## src/rtl/tdm_demux4_pkg.sv

```systemverilog
`default_nettype none
// +----------------------------------------------------------------------+
// | tdm_pkg : shared slot count, slot index type and FSM states          |
// | Rev 1.0                                                              |
// +----------------------------------------------------------------------+
package tdm_pkg;

  localparam int SLOTS = 4;

  typedef logic [1:0] slot_idx_t;

  localparam slot_idx_t LAST_SLOT = 2'd3;

  typedef enum logic [0:0] {
    ST_IDLE    = 1'b0,
    ST_COLLECT = 1'b1
  } state_e;

endpackage
`default_nettype wire

```

## src/rtl/tdm_demux4_if.sv

```systemverilog
`default_nettype none
// +----------------------------------------------------------------------+
// | tdm_demux4_if : serial slot input and assembled frame output bundle  |
// | Rev 1.0                                                              |
// +----------------------------------------------------------------------+
interface tdm_demux4_if
  import tdm_pkg::*;
#(
  parameter int DATA_W = 1
);

  logic [DATA_W-1:0]       in_data;
  logic                    in_valid;
  logic                    in_sof;
  logic [SLOTS*DATA_W-1:0] out_data;
  logic                    out_valid;
  logic                    out_ready;
  logic [SLOTS-1:0]        lane_strobe;
  logic                    sync_err;
  logic                    overflow;

  modport master (
    output in_data, in_valid, in_sof, out_ready,
    input  out_data, out_valid, lane_strobe, sync_err, overflow
  );

  modport slave (
    input  in_data, in_valid, in_sof, out_ready,
    output out_data, out_valid, lane_strobe, sync_err, overflow
  );

endinterface
`default_nettype wire

```

## src/rtl/tdm_demux4.sv

```systemverilog
`default_nettype none
// +----------------------------------------------------------------------+
// | tdm_demux4 : 4-slot TDM receiver, assembles slot beats into frames   |
// | Rev 1.0                                                              |
// +----------------------------------------------------------------------+
module tdm_demux4
  import tdm_pkg::*;
#(
  parameter int DATA_W = 1
) (
  input  logic         clk,
  input  logic         rst,
  tdm_demux4_if.slave  bus
);

  localparam int FRAME_W = SLOTS * DATA_W;

  state_e              state_q, state_d;
  slot_idx_t           count_q, count_d;
  slot_idx_t           wr_slot;
  logic                wr_en;
  logic                complete;
  logic                sync_err_q, sync_err_d;
  logic [FRAME_W-1:0]  stage_q, stage_d;
  logic [FRAME_W-1:0]  out_data_q, out_data_d;
  logic                out_valid_q, out_valid_d;
  logic                overflow_q, overflow_d;
  logic [SLOTS-1:0]    strobe_q, strobe_d;

  always_ff @(posedge clk or posedge rst) begin
    if (rst) begin
      state_q     <= ST_IDLE;
      count_q     <= '0;
      stage_q     <= '0;
      out_data_q  <= '0;
      out_valid_q <= 1'b0;
      overflow_q  <= 1'b0;
      strobe_q    <= '0;
      sync_err_q  <= 1'b0;
    end else begin
      state_q     <= state_d;
      count_q     <= count_d;
      stage_q     <= stage_d;
      out_data_q  <= out_data_d;
      out_valid_q <= out_valid_d;
      overflow_q  <= overflow_d;
      strobe_q    <= strobe_d;
      sync_err_q  <= sync_err_d;
    end
  end

  // Slot routing; an in_sof restarts the frame and wipes any partial data.
  always_comb begin
    state_d    = state_q;
    count_d    = count_q;
    stage_d    = stage_q;
    wr_en      = 1'b0;
    wr_slot    = '0;
    complete   = 1'b0;
    sync_err_d = 1'b0;
    strobe_d   = '0;
    if (bus.in_valid) begin
      case (state_q)
        ST_IDLE: begin
          if (bus.in_sof) begin
            wr_en   = 1'b1;
            stage_d = '0;
            count_d = 2'd1;
            state_d = ST_COLLECT;
          end
        end
        ST_COLLECT: begin
          wr_en = 1'b1;
          if (bus.in_sof) begin
            sync_err_d = 1'b1;
            stage_d    = '0;
            count_d    = 2'd1;
          end else begin
            wr_slot = count_q;
            count_d = count_q + 2'd1;
            if (count_q == LAST_SLOT) begin
              complete = 1'b1;
              state_d  = ST_IDLE;
            end
          end
        end
        default: state_d = ST_IDLE;
      endcase
    end
    if (wr_en) begin
      stage_d[int'(wr_slot)*DATA_W +: DATA_W] = bus.in_data;
      strobe_d[wr_slot] = 1'b1;
    end
  end

  // A completed frame needs the holding register free, or being drained now.
  always_comb begin
    out_data_d  = out_data_q;
    out_valid_d = out_valid_q;
    overflow_d  = overflow_q;
    if (complete) begin
      if (!out_valid_q || bus.out_ready) begin
        out_data_d  = stage_d;
        out_valid_d = 1'b1;
      end else begin
        overflow_d = 1'b1;
      end
    end else if (out_valid_q && bus.out_ready) begin
      out_valid_d = 1'b0;
    end
  end

  assign bus.out_data    = out_data_q;
  assign bus.out_valid   = out_valid_q;
  assign bus.lane_strobe = strobe_q;
  assign bus.sync_err    = sync_err_q;
  assign bus.overflow    = overflow_q;

endmodule
`default_nettype wire

```

## src/flat_wrapper.sv

```systemverilog
// flat-port wrapper written by rule: the top's interface ports become plain ports
module tdm_demux4_flat import tdm_pkg::*;
#(
  parameter int DATA_W = 1
)
  (clk, rst, bus_in_data, bus_in_valid, bus_in_sof, bus_out_ready, bus_out_data, bus_out_valid, bus_lane_strobe, bus_sync_err, bus_overflow);
  tdm_demux4_if #(.DATA_W(DATA_W)) bus_i ();
  input  logic clk;
  input  logic rst;
  input wire logic [$bits(bus_i.in_data)-1:0] bus_in_data;
  input wire logic [$bits(bus_i.in_valid)-1:0] bus_in_valid;
  input wire logic [$bits(bus_i.in_sof)-1:0] bus_in_sof;
  input wire logic [$bits(bus_i.out_ready)-1:0] bus_out_ready;
  output wire logic [$bits(bus_i.out_data)-1:0] bus_out_data;
  output wire logic [$bits(bus_i.out_valid)-1:0] bus_out_valid;
  output wire logic [$bits(bus_i.lane_strobe)-1:0] bus_lane_strobe;
  output wire logic [$bits(bus_i.sync_err)-1:0] bus_sync_err;
  output wire logic [$bits(bus_i.overflow)-1:0] bus_overflow;
  assign bus_i.in_data = bus_in_data;
  assign bus_i.in_valid = bus_in_valid;
  assign bus_i.in_sof = bus_in_sof;
  assign bus_i.out_ready = bus_out_ready;
  assign bus_out_data = bus_i.out_data;
  assign bus_out_valid = bus_i.out_valid;
  assign bus_lane_strobe = bus_i.lane_strobe;
  assign bus_sync_err = bus_i.sync_err;
  assign bus_overflow = bus_i.overflow;
  tdm_demux4 #(.DATA_W(DATA_W)) u_core (.clk(clk), .rst(rst), .bus(bus_i));
endmodule
```

## config.mk

```make
export PLATFORM = sky130hd
export DESIGN_NAME = tdm_demux4_flat
export DESIGN_NICKNAME = d
export VERILOG_FILES = /design/src/rtl/tdm_demux4_pkg.sv /design/src/rtl/tdm_demux4_if.sv /design/src/rtl/tdm_demux4.sv /design/src/flat_wrapper.sv
export SDC_FILE = /design/constraint.sdc
export NUM_CORES = 1
export LEC_CHECK = 0
export BUFFER_PORTS_ARGS = -buffer_cell sky130_fd_sc_hd__buf_4
export CAP_MARGIN = 10
export CORE_MARGIN = 8
export CORE_UTILIZATION = 56
export DETAILED_ROUTE_END_ITERATION = 7
export GPL_ROUTABILITY_DRIVEN = 0
export MAX_ROUTING_LAYER = met4
export PLACE_DENSITY_LB_ADDON = 0.1
export SLEW_MARGIN = 20
export SYNTH_ARGS = -nofsm -noshare
export SYNTH_HDL_FRONTEND = slang
export SYNTH_SLANG_ARGS = --single-unit
export TNS_END_PERCENT = 10
```

## constraint.sdc

```tcl
create_clock -name clk -period 5.05 [get_ports clk]
set_input_delay 1.01 -clock clk [delete_from_list [all_inputs] [get_ports clk]]
set_output_delay 1.01 -clock clk [all_outputs]
set_load 0.01 [all_outputs]
```

==> impl_metrics.csv <==
group,metric,value,unit
detailed_routing,wire_per_inst,15.2,um
status,outcome,"completed",
timing,tightest_slew,0.669,ns
cells_and_area,design_area,1010,um2
detailed_routing,ant_nets,0,
worst_setup_path,critical_path.max_fanout,12,
cells_and_area,nets,105,
cts,cts_max_level,1,
floorplanning,core_area,1490,um2
timing,setup_viol,0,
timing,tns,0,ns
cells_and_area,stdcell_count,110,
worst_hold_path,hp-class,"reg -> reg",
logic_synthesis,synthSimpleGateAreaFrac,0.203,
floorplanning,initial_core_util,0.588,
cells_and_area,synthToLayoutAreaGrowth,15.7,%
logic_synthesis,synthesis.area,876,um2
logic_synthesis,synth_edf_count,0,
logic_synthesis,synth-xor-area-share,0,
detailed_routing,finalWirelength,1670,um
worst_hold_path,hold_path_depth,1,
worst_hold_path,min_from,"u_core.bus.overflow",
worst_setup_path,r2r-start,"u_core.state_q",
cells_and_area,insertedDiodeCount,0,
cts,cts_setup_buffers,0,
worst_setup_path,crit_path_start_kind,"input port",
pwr,pwr-share-comb,0.321,
global_routing,antenna_found_initial,0,
cts,cts_sinks,18,
worst_setup_path,reg2reg_depth,6,
logic_synthesis,synth_warnings,0,
logic_synthesis,synth_top_family_by_area,"simple AND/OR/NAND/NOR gates",
floorplanning,die-height,55.5,um
timing,fin_crit,2.31,ns
global_routing,groute.usage.overall,0.112,
logic_synthesis,ys_async_sr_fraction,1.00,
cts,worst_skew_pair.late_latency,0.29,ns
floorplanning,die_area,3090,um2
logic_synthesis,synth_ff_type,"dfrtp_1",
worst_setup_path,cp_slowest_cell,"ha_1",
worst_setup_path,cp-startpoint,"bus_in_sof",
pwr,pwr-share-clk,0.194,
detailed_routing,drtIter0Drc,19,
worst_setup_path,cp.arrival,2.49,ns
pwr,power,0.454,mW
global_routing,grt_pass1_wl,2820,um
worst_hold_path,holdPathEnd,"u_core.bus.overflow",
global_routing,grt_max_degree,19,
pwr,p_leak,0.541,nW
cts,cts_root_buf,"clkbuf_4",
timing,clock_skew,0.00804,ns
logic_synthesis,synthAdderAreaFrac,0.0571,
place,dp_hpwl,1220,um
logic_synthesis,synth.distinct_cells,33,
cts,cts_resized,0,
logic_synthesis,netlist_instances,79,
floorplanning,die_x,55.5,um
logic_synthesis,synth.top_cell.area_share,0.514,
worst_setup_path,critPathKind,"in -> reg",
logic_synthesis,synth_compound_area_frac,0.134,
worst_setup_path,cpMostUsedCell,"and3b_1",
logic_synthesis,synth_top_cells_by_area,"dfrtp_1 (51%), ha_1 (5.7%), nand2_1 (3.9%)",
place,numPortBuffers,16,
worst_setup_path,end_kind,"register",
detailed_routing,drc,0,
timing,rsz0062_at_grt,"false",
timing,max_freq,0.433,GHz
cts,clkTransAtPathRegs,0.10,ns
place,place_area,977,um2
timing,hold_violations,0,
logic_synthesis,synth.yosys.seq_area_share,0.514,
timing,finalCritPeriodShare,0.458,
cells_and_area,fill_cells,118,
flow_run,cap_violations,0,
worst_setup_path,r2r_setup_slack,2.97,ns
detailed_routing,firstDrtPassIters,4,
worst_setup_path,critPathRequiredTime,5.23,ns
logic_synthesis,synth_nets,89,
pwr,switching_share,0.340,
pwr,power_density,448,nW/um2
cells_and_area,drive_gt1_frac,0.255,
timing,slew_violations,0,
cts,cts_made_buffers,3,
timing,max_slew_margin,0.554,
pwr,p_int,0.300,mW
logic_synthesis,synth.mux.area_fraction,0.0300,
global_routing,grt_pass1_vias,601,
cts,hold_buffers,0,
cts,cts_max_path_buffers,2,
pwr,pwr-share-seq,0.485,
global_routing,overflow,0,
pwr,power.net_switching,0.154,mW
place,dpl.cell_count,106,
detailed_routing,dr_total_vias,637,
floorplanning,num_rows,14,
logic_synthesis,synth.avg_cell_area,11.1,um2
logic_synthesis,synth_seq_cells,18,
place,dp_slack,2.44,ns
detailed_routing,via_per_inst,5.79,
logic_synthesis,yosysTopAreaCell,"dfrtp_1",
worst_setup_path,worstPathCellList,"buf_4, and3b_1, nand2_1, ha_1, and3b_1, a32o_1, mux2_4",
pwr,ir_drop,0.217,mV
worst_setup_path,reg2reg_to,"u_core.bus.out_data[1]",
worst_setup_path,cpPeakStageDelay,0.32,ns
cts,cts_tree,"built",
floorplanning,ios,17,
timing,fin_ws,2.74,ns
## power by group through the flow
stage | Clock (mW) | Combinational [mW] | Sequential [mW]
finish | 0.0880 | 0.146 | 0.220
global route | 0.0976 | 0.162 | 0.226
CTS | 0.0899 | 0.148 | 0.220
floorplan | 0 | 0.105 | 0.214
global placement | 0 | 0.145 | 0.221
detailed placement | 0 | 0.147 | 0.223
## area by class of cell
class | count | area (um2) | area share
repair buffers | 16 | 120 | 0.119
clock buffers | 4 | 36.3 | 0.0358
flip-flops and latches | 18 | 450 | 0.444
inverters | 4 | 15.0 | 0.0148
well taps | 16 | 20.0 | 0.0198
multi-input cells | 52 | 372 | 0.367
## worst max-delay path by stage
stage | to | cells after the start | slack [ns]
finish | u_core.bus.out_data[1] | 7 | 2.74
global route | u_core.bus.out_data[1] | 7 | 2.65
CTS | u_core.bus.out_data[1] | 7 | 2.75
detailed placement | u_core.bus.out_data[1] | 7 | 2.44
global placement | u_core.bus.out_data[1] | 7 | 2.49
floorplan | u_core.bus.out_data[1] | 7 | 2.53
## flip-flops by register name, summed over array words and instances, names as in the netlist
| name | cells |
|---|---|
| u_core.bus.lane_strobe | 4 |
| u_core.bus.out_data | 4 |
| u_core.stage_q | 4 |
| u_core.count_q | 2 |
| u_core.bus.out_valid | 1 |
| u_core.bus.overflow | 1 |
| u_core.bus.sync_err | 1 |
| u_core.state_q | 1 |
## cells in the final DEF, fill, tap and decap left out, types with 2 or more instances in the layout
cell type / count
and3_1: 2
buf_4: 16
a21oi_1: 3
dfrtp_1: 18
and3b_1: 2
ha_1: 4
o21a_1: 2
nand2_1: 9
nor2_1: 2
a31oi_1: 3
clkbuf_4: 3
inv_1: 4
o211a_1: 2
nand3_1: 5
## cells in the mapped netlist (all sizes together), types with 2 or more instances
cell type,count
and4b,2
dfrtp,18
buf,5
a21oi,3
o21a,2
nand3,5
a31oi,3
o211a,2
nor2,2
inv,4
and3b,2
mux2,2
nand2,10
and3,2
ha,4
## routing by layer
layer,global-route usage,vias up,wire length [um]
li1,-,314,-
met1,0.144,298,822
met2,0.154,21,720
met3,0.0365,4,99
met4,0.0528,0,24
met5,-,-,0
## worst max-delay path, delay by kind of cell
family	cells	cell delay, ns
compound gates	1	0.21
fa+ha+maj	1	0.32
mux	1	0.25
simple gates	3	0.55
buf+inv	1	0.15
## kinds of logic after synthesis
group / count (synthesis)
buf+inv: 9
compound gates: 16
flops: 18
fa+ha+maj: 4
mux: 2
simple gates: 30
## per-stage QoR
step / hold slack, ns / utilization
final: 0.466 / 0.681
after global routing: 0.498 / 0.681
after CTS: 0.470 / 0.681
after detailed placement: 0.447 / 0.656
after global placement: 0.442 / 0.656
after floorplan: 0.461 / -
No activity file was read; power rests on OpenSTA's default activity.
